===== config.mk =====
export PLATFORM = sky130hd
export DESIGN_NAME = wavelet_core_bus_if
export DESIGN_NICKNAME = d
export VERILOG_FILES = /design/src/rtl/wavelet_core_pkg.sv /design/src/rtl/wavelet_core_bus_if.sv
export SDC_FILE = /design/constraint.sdc
export NUM_CORES = 1
export LEC_CHECK = 0
export BUFFER_PORTS_ARGS = -buffer_cell sky130_fd_sc_hd__buf_4
export CAP_MARGIN = 20
export CELL_PAD_IN_SITES_DETAIL_PLACEMENT = 1
export CELL_PAD_IN_SITES_GLOBAL_PLACEMENT = 2
export CORE_MARGIN = 2
export CORE_UTILIZATION = 28
export DETAILED_ROUTE_END_ITERATION = 12
export PLACE_DENSITY = 0.83
export SLEW_MARGIN = 20
export SYNTH_ARGS = -nofsm -noshare
export SYNTH_HDL_FRONTEND = slang
export SYNTH_SLANG_ARGS = --single-unit

===== constraint.sdc =====
create_clock -name clk -period 1.78 [get_ports clk]
set_input_delay 0 -clock clk [delete_from_list [all_inputs] [get_ports clk]]
set_output_delay 0 -clock clk [all_outputs]
set_load 0.02 [all_outputs]

===== src/rtl/wavelet_core_pkg.sv =====
// Shared register map, CONFIG/STATUS bit positions and bus-slave FSM states
// for the wavelet core bus interface.
package wavelet_core_pkg;

  localparam logic [1:0] REG_CONFIG   = 2'd0;
  localparam logic [1:0] REG_DATA_IN  = 2'd1;
  localparam logic [1:0] REG_DATA_OUT = 2'd2;
  localparam logic [1:0] REG_STATUS   = 2'd3;

  localparam int CFG_FS_LSB   = 0;
  localparam int CFG_DS_BIT   = 5;
  localparam int CFG_DL_LSB   = 6;
  localparam int CFG_IL_LSB   = 8;
  localparam int CFG_GO_BIT   = 10;
  localparam int CFG_INIT_BIT = 11;

  localparam int STAT_GO_BIT     = 0;
  localparam int STAT_INIT_BIT   = 1;
  localparam int STAT_AVAIL_BIT  = 2;
  localparam int STAT_UFLOW_BIT  = 3;
  localparam int STAT_CFGERR_BIT = 4;
  localparam int STAT_DL_LSB     = 5;

  typedef enum logic [1:0] {
    IDLE     = 2'd0,
    RD_PULSE = 2'd1,
    RD_WAIT  = 2'd2,
    RD_RET   = 2'd3
  } bus_if_state_t;

endpackage


===== src/rtl/wavelet_core_bus_if.sv =====
// CPU-bus slave in front of the wavelet core: config register, DATA_IN strobe,
// DATA_OUT service read through the obuff, and the sticky STATUS bits.
module wavelet_core_bus_if
  import wavelet_core_pkg::*;
#(
  parameter int  INPUT_WIDTH     = 32,
  parameter int  MAX_FILTER_SIZE = 32,
  parameter int  ADDR_WIDTH      = 2,
  localparam int FS_WIDTH        = $clog2(MAX_FILTER_SIZE)
) (
  input  logic                   clk,
  input  logic                   rst,
  input  logic [ADDR_WIDTH-1:0]  bus_address,
  input  logic                   bus_write,
  input  logic [INPUT_WIDTH-1:0] bus_writedata,
  input  logic                   bus_read,
  output logic [INPUT_WIDTH-1:0] bus_readdata,
  output logic                   bus_readdatavalid,
  output logic                   bus_waitrequest,
  output logic [INPUT_WIDTH-1:0] core_data_in,
  output logic                   core_input_reg_en_pulse,
  output logic                   core_output_reg_en_pulse,
  input  logic [INPUT_WIDTH-1:0] core_data_out,
  input  logic                   obuff_r_data_available,
  output logic [FS_WIDTH-1:0]    core_filter_size,
  output logic                   core_downsample,
  output logic [1:0]             core_dec_level,
  output logic [1:0]             core_inputs_len,
  output logic                   core_go,
  output logic                   core_init,
  input  logic                   clear_core_go,
  input  logic                   clear_core_init,
  input  logic [1:0]             cur_dec_level
);

  bus_if_state_t          r_state;
  logic                   r_wait;
  logic [INPUT_WIDTH-1:0] r_rdata;
  logic                   r_rvalid;
  logic                   r_in_pulse;
  logic                   r_out_pulse;
  logic [INPUT_WIDTH-1:0] r_data_in;
  logic [FS_WIDTH-1:0]    r_filter_size;
  logic                   r_downsample;
  logic [1:0]             r_dec_level;
  logic [1:0]             r_inputs_len;
  logic                   r_go;
  logic                   r_init;
  logic                   r_uflow;
  logic                   r_cfg_err;

  logic [1:0]             w_reg;
  logic                   w_idle;
  logic                   w_wr;
  logic                   w_rd;
  logic [INPUT_WIDTH-1:0] w_cfg_word;
  logic [INPUT_WIDTH-1:0] w_stat_word;

  assign w_reg  = bus_address[1:0];
  assign w_idle = (r_state == IDLE);
  assign w_wr   = w_idle & bus_write;
  // A simultaneous write takes the slot; the read is retried by the master.
  assign w_rd   = w_idle & bus_read & ~bus_write;

  always_comb begin
    w_cfg_word                            = '0;
    w_cfg_word[CFG_FS_LSB +: FS_WIDTH]    = r_filter_size;
    w_cfg_word[CFG_DS_BIT]                = r_downsample;
    w_cfg_word[CFG_DL_LSB +: 2]           = r_dec_level;
    w_cfg_word[CFG_IL_LSB +: 2]           = r_inputs_len;
    w_cfg_word[CFG_GO_BIT]                = r_go;
    w_cfg_word[CFG_INIT_BIT]              = r_init;
  end

  always_comb begin
    w_stat_word                    = '0;
    w_stat_word[STAT_GO_BIT]       = r_go;
    w_stat_word[STAT_INIT_BIT]     = r_init;
    w_stat_word[STAT_AVAIL_BIT]    = obuff_r_data_available;
    w_stat_word[STAT_UFLOW_BIT]    = r_uflow;
    w_stat_word[STAT_CFGERR_BIT]   = r_cfg_err;
    w_stat_word[STAT_DL_LSB +: 2]  = cur_dec_level;
  end

  always_ff @(posedge clk or negedge rst) begin
    if (!rst) begin
      r_state       <= IDLE;
      r_wait        <= 1'b0;
      r_rdata       <= '0;
      r_rvalid      <= 1'b0;
      r_in_pulse    <= 1'b0;
      r_out_pulse   <= 1'b0;
      r_data_in     <= '0;
      r_filter_size <= '0;
      r_downsample  <= 1'b0;
      r_dec_level   <= '0;
      r_inputs_len  <= '0;
      r_go          <= 1'b0;
      r_init        <= 1'b0;
      r_uflow       <= 1'b0;
      r_cfg_err     <= 1'b0;
    end else begin
      r_in_pulse  <= 1'b0;
      r_out_pulse <= 1'b0;
      r_rvalid    <= 1'b0;
      r_go        <= r_go & ~clear_core_go;
      r_init      <= r_init & ~clear_core_init;

      unique case (r_state)
        IDLE: begin
          if (w_wr) begin
            if (w_reg == REG_CONFIG) begin
              // Fields are frozen for the whole job once go or init is up.
              if (r_go | r_init) begin
                r_cfg_err <= 1'b1;
              end else begin
                r_filter_size <= bus_writedata[CFG_FS_LSB +: FS_WIDTH];
                r_downsample  <= bus_writedata[CFG_DS_BIT];
                r_dec_level   <= bus_writedata[CFG_DL_LSB +: 2];
                r_inputs_len  <= bus_writedata[CFG_IL_LSB +: 2];
                r_go          <= bus_writedata[CFG_GO_BIT] & ~clear_core_go;
                r_init        <= bus_writedata[CFG_INIT_BIT] & ~clear_core_init;
              end
            end else if (w_reg == REG_DATA_IN) begin
              r_data_in  <= bus_writedata;
              r_in_pulse <= 1'b1;
            end
          end else if (w_rd) begin
            unique case (w_reg)
              REG_CONFIG: begin
                r_rdata  <= w_cfg_word;
                r_rvalid <= 1'b1;
              end
              REG_DATA_IN: begin
                r_rdata  <= '0;
                r_rvalid <= 1'b1;
              end
              REG_DATA_OUT: begin
                if (obuff_r_data_available) begin
                  r_out_pulse <= 1'b1;
                  r_state     <= RD_PULSE;
                  r_wait      <= 1'b1;
                end else begin
                  r_rdata  <= '0;
                  r_rvalid <= 1'b1;
                  r_uflow  <= 1'b1;
                end
              end
              default: begin
                r_rdata   <= w_stat_word;
                r_rvalid  <= 1'b1;
                r_uflow   <= 1'b0;
                r_cfg_err <= 1'b0;
              end
            endcase
          end
        end
        // obuff sees the pulse this cycle and presents its word next cycle
        RD_PULSE: begin
          r_state <= RD_WAIT;
        end
        RD_WAIT: begin
          r_rdata  <= core_data_out;
          r_rvalid <= 1'b1;
          r_state  <= RD_RET;
        end
        // RD_RET: return strobe is on the bus this cycle
        default: begin
          r_state <= IDLE;
          r_wait  <= 1'b0;
        end
      endcase
    end
  end

  assign bus_readdata             = r_rdata;
  assign bus_readdatavalid        = r_rvalid;
  assign bus_waitrequest          = r_wait;
  assign core_data_in             = r_data_in;
  assign core_input_reg_en_pulse  = r_in_pulse;
  assign core_output_reg_en_pulse = r_out_pulse;
  assign core_filter_size         = r_filter_size;
  assign core_downsample          = r_downsample;
  assign core_dec_level           = r_dec_level;
  assign core_inputs_len          = r_inputs_len;
  assign core_go                  = r_go;
  assign core_init                = r_init;

endmodule


==> run_results.csv, run 1 <==
group,metric,value,unit
placed_design,numPortBuffers,154,
floorplanning,die_h,115,um
logic_synthesis,ys.flop_type,"dfrtp_1",
timing,fin_crit_sh,93.4,%
logic_synthesis,async_flop_share,100,%
clock_network,root_buffer,"clkbuf_16",
timing,slew_headroom,61.5,%
pwr,p_leak,3.04,nW
clock_network,clk-insertion-delay-late,330,ps
logic_synthesis,syn_nets,396,
critical_path,cp.required,1990,ps
critical_path,slowest_stage,"dfrtp_1",
timing,skew,5.28,ps
critical_path,r2r_cells,6,
global_route,grt_pass1_wl,18.8,mm
cells_and_area,antennaDiodeCount,0,
logic_synthesis,synth.area.top_cells,"dfrtp_1, nand2_1, a22o_1",
logic_synthesis,syn_area_per_cell,10.9,um2
status,status,"completed",
timing,max_freq,601,MHz
cells_and_area,final_nets,627,
detailed_routing,drt_iter0_markers,139,
critical_path,endpoint_kind,"flip-flop",
global_route,grt_usage,18.5,%
global_route,antenna_found_initial,0,
logic_synthesis,synth_edf_count,0,
timing,worst_slew_pin_slew,578,ps
detailed_routing,drc,0,
placed_design,place_inst,635,
logic_synthesis,synth_commonest_cells,"nand2_1, dfrtp_1, a22o_1, buf_2",
logic_synthesis,syn_inst,319,
critical_path,path_cells,"inv_1 -> ha_2 -> buf_4 -> and4_1 -> buf_12 -> mux2_2",
timing,fin_ws,117,ps
floorplanning,initial_core_util,28.8,%
logic_synthesis,netlist-cell-type-count,42,
pwr,ir_drop,658,uV
logic_synthesis,synth_top_cell_area_share,60.4,%
floorplanning,rows,40,
detailed_routing,vias,3318,
placed_design,dp_hpwl,8.08,mm
timing,rsz0062_at_grt,"no",
critical_path,slowest_delay,390,ps
clock_network,cts_buffer_depth,2,
global_route,grt_max_degree,46,
timing,setup_tns,0,ps
placed_design,place_congestion,0.783,
critical_path,crit_type,"flip-flop to flip-flop",
detailed_routing,wl_per_cell,16.9,um
cells_and_area,final_cell_count_no_fill,723,
critical_path,crit_fanout,12,
detailed_routing,routed_wl,12.2,mm
min_path,min_path_type,"input pin to flip-flop",
floorplanning,die-area,13300,um2
cells_and_area,area_delta_synth_final,72.4,%
logic_synthesis,ys_seq_area_share,60.4,%
detailed_routing,vias_per_cell,4.59,
cells_and_area,drive_gt1_share,37.1,%
placed_design,place_area,4890,um2
timing,hold_viol,0,
logic_synthesis,netlist_area,3480,um2
logic_synthesis,post-synth-top-count-cell,"nand2_1",
detailed_routing,ant_nets,0,
clock_network,cts-htree-levels,3,
timing,slew_violations,0,
job,maxCapViolations,0,
clock_network,cts.sinks,84,
timing,final-setup-viol-count,0,
clock_network,cts_tree,"built",
pwr,power_density,1650,nW/um2
timing,hold-worst-slack,39.8,ps
logic_synthesis,synth_seq_cells,84,
placed_design,pre_cts_ws,-166,ps
timing,post-route-min-period,1660,ps
detailed_routing,dr.pass1.iters,4,
global_route,grt_overflow_total,0,
min_path,whs_path_depth,3,
logic_synthesis,netlist.top_cell.by_area,"dfrtp_1",
critical_path,startpoint_type,"flip-flop",
floorplanning,io_pins,155,
global_route,first_global_vias,3520,
pwr,total_power,9.90,mW
clock_network,clkTransAtPathRegs,60,ps
logic_synthesis,yosysWarnings,0,
cells_and_area,stdcell_area,6000,um2
cells_and_area,utilization,49.7,%
clock_network,cts-buffers-inserted,9,
floorplanning,core_area,12100,um2
critical_path,cp.arrival,1870,ps
floorplanning,dieWidth,115,um
[layer usage]
| metal | up-vias | share of wire, % | track usage, % |
|---|---|---|---|
| met3 | 12 | 5.3 | 3.14 |
| met2 | 96 | 52 | 32.9 |
| li1 | 1559 | - | - |
| met1 | 1651 | 42 | 22.7 |
| met5 | - | 0 | 0 |
| met4 | 0 | 1.3 | 6.27 |
[timing repair]
| item | 4_1_cts | 5_1_grt |
|---|---|---|
| cloned | 1 | 0 |
| resized for setup | 3 | 7 |
| setup endpoints to repair | 26 | 36 |
| pin swaps | 2 | 2 |
| hold endpoints to repair | 118 | 0 |
| buffers inserted | 2 | 2 |
| hold buffers | 67 | 0 |
[registers in the layout, indices dropped and copies added (netlist names)]
signal / flops
bus_readdata: 32
bus_readdatavalid: 1
bus_waitrequest: 1
core_data_in: 32
core_dec_level: 2
core_downsample: 1
core_filter_size: 5
core_go: 1
core_init: 1
core_input_reg_en_pulse: 1
core_inputs_len: 2
core_output_reg_en_pulse: 1
r_cfg_err: 1
r_state: 2
r_uflow: 1
[worst paths after layout]
path / from / to / slack [ps]
setup / recovery: r_state[1]$_DFFE_PN0P_ / core_downsample$_DFFE_PN0P_ / 120
hold / removal: core_data_out[1] / bus_readdata[1]$_DFFE_PN0P_ / 40
setup reg to reg: r_state[1]$_DFFE_PN0P_ / core_downsample$_DFFE_PN0P_ / 120
hold reg to reg: core_data_in[17]$_DFFE_PN0P_ / core_data_in[17]$_DFFE_PN0P_ / 480
max in group asynchronous: rst / core_data_in[27]$_DFFE_PN0P_ / 860
min in group asynchronous: rst / core_data_in[8]$_DFFE_PN0P_ / 230
[critical path: cells and delay by family, from the launching register on]
family	cells	cell delay (ps)
mux	1	340
fa+ha+maj	1	210
simple gates	1	230
flops	1	390
buf+inv	3	360
[report_power, final]
group,switching [mW],internal [mW]
Sequential,0.575,2.75
Combinational,2.42,2.08
Clock,0.724,1.34
Total,3.72,6.17
[cell type report]
cell class,count,area (um2)
clock inverters,3,67.6
multi-input cells,211,1310
inverters,7,26.3
flip-flops and latches,84,2100
well taps,168,210
clock buffers,13,270
fillers,1316,6060
repair buffers,237,2010
[layout by cell type (no fill, tap or decap), types with 4 or more instances in the layout]
master,n
a21oi_1,5
a22o_1,24
buf_12,5
buf_4,164
clkbuf_16,9
dfrtp_1,84
dlygate4sd3_1,67
inv_1,6
mux2_1,6
mux2_2,4
mux2i_1,4
nand2_1,108
nor2_1,5
o21ai_0,4
o221ai_1,4
[kinds of logic (layout without fill, tap and decap cells)]
logic type	after synthesis	after routing	synth area share, %
adders and majority gates	2	2	0.719
buffers and inverters	25	260	3.45
muxes	14	14	4.39
and+or+nand+nor	137	137	17.6
DFF	84	84	60.4
AOI/OAI and AO/OA	57	58	13.4
No activity file was read; power rests on OpenSTA's default activity.
==> run 2, diff against run 1 <==
Settings changed: CORE_UTILIZATION 28 to 29, CTS_BUF_LIST set to sky130_fd_sc_hd__clkbuf_4, PLACE_DENSITY 0.83 to not set, PLACE_DENSITY_LB_ADDON set to 0.15.
Clock period 1.78 ns to 1.55 ns, I/O delays scaled along.
==> run 2 against run 1 <==
Against the previous run: the flow now finishes with violations (negative setup slack); global-route usage increased by 0.62 points; critical endpoint is now bus_readdata[8]$_DFFE_PN0P_; sequential cell count did not move; sequential share of layout area down 0.71 points; first-iteration DRC count shrank 0.72%; via count up 2.3%; register-to-register slack worse by 160 ps; clock power fell by 45%.
==> run_results.csv, run 2 (same netlist as run 1, synthesis figures left out) <==
group,metric,value,unit
min_path,whs_path_depth,4,
min_path,whs_endpoint,"bus_readdata[5]$_DFFE_PN0P_",
critical_path,cp.required,1940,ps
timing,fin_ws,-39.7,ps
critical_path,rr_endpoint,"bus_readdata[8]$_DFFE_PN0P_",
floorplanning,die_h,114,um
global_route,grt_usage,19.1,%
global_route,first_global_vias,3667,
pwr,p_sw,4.34,mW
timing,setup_tns,-172,ps
status,violations,"negative setup slack",
floorplanning,initial_core_util,29.3,%
pwr,comb_power_share,53.5,%
clock_network,cts_tree,"built",
critical_path,r2r_start,"r_state[1]$_DFFE_PN0P_",
detailed_routing,ant_nets,0,
critical_path,slowest_stage,"dfrtp_1",
min_path,min_path_type,"input pin to flip-flop",
clock_network,root_buffer,"clkbuf_4",
clock_network,cts-buffers-inserted,9,
cells_and_area,seq_area,2100,um2
status,status,"finished with violations",
cells_and_area,area_delta_synth_final,76.0,%
timing,fin_crit_sh,103,%
critical_path,crit_fanout,5,
timing,rsz0062_at_grt,"yes",
cells_and_area,layout_common_cells,"buf_4, nand2_1, dfrtp_1",
detailed_routing,drt_iter0_markers,138,
pwr,seq_power_share,35.9,%
timing,max_freq,629,MHz
placed_design,place_congestion,0.723,
clock_network,cts_buffer_depth,2,
placed_design,dp_hpwl,7.95,mm
pwr,ir_drop,688,uV
detailed_routing,vias_per_cell,4.67,
floorplanning,io_pins,155,
timing,post-route-min-period,1590,ps
min_path,min-delay-start,"cur_dec_level[0]",
timing,skew,10.4,ps
pwr,power_density,1740,nW/um2
clock_network,clkTransAtPathRegs,130,ps
cells_and_area,final_common_cell,"buf_4",
pwr,sw_frac_of_total,40.6,%
cells_and_area,multi_input_area,1410,um2
critical_path,slowest_delay,410,ps
cells_and_area,stdcell_area,6120,um2
detailed_routing,routed_wl,12.1,mm
critical_path,endpoint_kind,"flip-flop",
global_route,grt_pass1_wl,19.3,mm
cells_and_area,drive_gt1_share,41.7,%
critical_path,r2r_cells,7,
pwr,p_int,6.34,mW
floorplanning,die-area,12900,um2
placed_design,place_area,5000,um2
detailed_routing,dr.pass1.iters,4,
detailed_routing,wl_per_cell,16.7,um
cells_and_area,fillers,1285,
clock_network,cts-htree-levels,3,
critical_path,cp.arrival,1980,ps
global_route,grt_max_degree,63,
critical_path,path_cells,"inv_2 -> ha_4 -> nand3b_1 -> buf_4 -> nor4b_2 -> a211o_1 -> o221a_2",
timing,worst_slew_pin_slew,536,ps
timing,final-setup-viol-count,11,
global_route,grt_overflow_total,0,
critical_path,rrSetupSlack,-40,ps
placed_design,numPortBuffers,154,
cells_and_area,antennaDiodeCount,0,
critical_path,startpoint_type,"flip-flop",
detailed_routing,vias,3394,
timing,slew_violations,0,
pwr,p_leak,3.13,nW
floorplanning,rows,40,
floorplanning,dieWidth,114,um
cells_and_area,final_nets,652,
timing,hold_viol,0,
timing,slew_headroom,64.3,%
critical_path,crit_type,"flip-flop to flip-flop",
detailed_routing,drc,0,
pwr,p_clk_share,10.6,%
clock_network,clk-insertion-delay-late,440,ps
job,maxCapViolations,0,
floorplanning,core_area,11900,um2
clock_network,cts.sinks,84,
global_route,antenna_found_initial,0,
==> run 2: cell type report <==
| type | instances | share of cell area (%) |
|---|---|---|
| repair buffers | 262 | 37.3 |
| well taps | 147 | 3.00 |
| clock buffers | 13 | 1.59 |
| inverters | 7 | 0.552 |
| clock inverters | 3 | 0.225 |
| multi-input cells | 211 | 23.0 |
| flip-flops and latches | 84 | 34.3 |
==> run 2: power by group through the flow <==
stage	logic [mW]	registers, mW	clock network [mW]
floorplan	1.62	4.80	0
global placement	5.05	3.79	0
detailed placement	5.13	3.83	0
CTS	5.47	3.80	1.19
global route	6.13	3.96	1.28
finish	5.70	3.83	1.14
==> run 2: how the worst max path moves through the flow <==
stage | from | endpoint
finish | r_state[1]$_DFFE_PN0P_ | bus_readdata[8]$_DFFE_PN0P_
global placement | r_state[1]$_DFFE_PN0P_ | bus_readdata[8]$_DFFE_PN0P_
floorplan | r_state[0]$_DFFE_PN0P_ | core_dec_level[0]$_DFFE_PN0P_
global route | r_state[1]$_DFFE_PN0P_ | bus_readdata[8]$_DFFE_PN0P_
CTS | r_state[1]$_DFFE_PN0P_ | bus_readdata[8]$_DFFE_PN0P_
detailed placement | r_state[1]$_DFFE_PN0P_ | bus_readdata[8]$_DFFE_PN0P_
==> run 2: timing repair <==
| item | CTS | global route |
|---|---|---|
| hold buffers | 73 | 0 |
| endpoints found under the setup margin | 76 | 75 |
| pin swaps | 5 | 9 |
| cloned | 0 | 3 |
| resized for setup | 13 | 26 |
| buffers inserted | 4 | 5 |
| hold endpoints to repair | 163 | 0 |
==> run 2: worst max-delay path: cells and delay by family (launching register included) <==
family | cells | cell delay (ps)
AND/OR/NAND/NOR | 2 | 420
flip-flops | 1 | 410
AO/OA/AOI/OAI | 2 | 300
buffers and inverters | 2 | 260
adder cells (fa/ha/maj) | 1 | 160
==> run 2: per-layer routing <==
layer	GRT usage [%]	share of wire (%)	wire length, um	vias to the layer above
met4	6.34	1.3	155	0
li1	-	-	-	1610
met2	31.3	48	5780	112
met1	24.9	45	5500	1661
met5	0	0	0	-
met3	4.73	5.7	694	11
==> run 2: stage by stage <==
step	hold WS (ps)	worst slack [ps]	util (%)	power [mW]	cells
2_1_floorplan	-296	10.9	-	6.42	319
3_3_place_gp	-76.5	-94.1	42.1	8.84	626
3_5_place_dp	-72.0	-204	42.1	8.96	626
4_1_cts	63.4	-42.9	50.0	10.5	719
5_1_grt	86.7	-127	51.6	11.4	727
6_report	88.6	-39.7	51.6	10.7	727
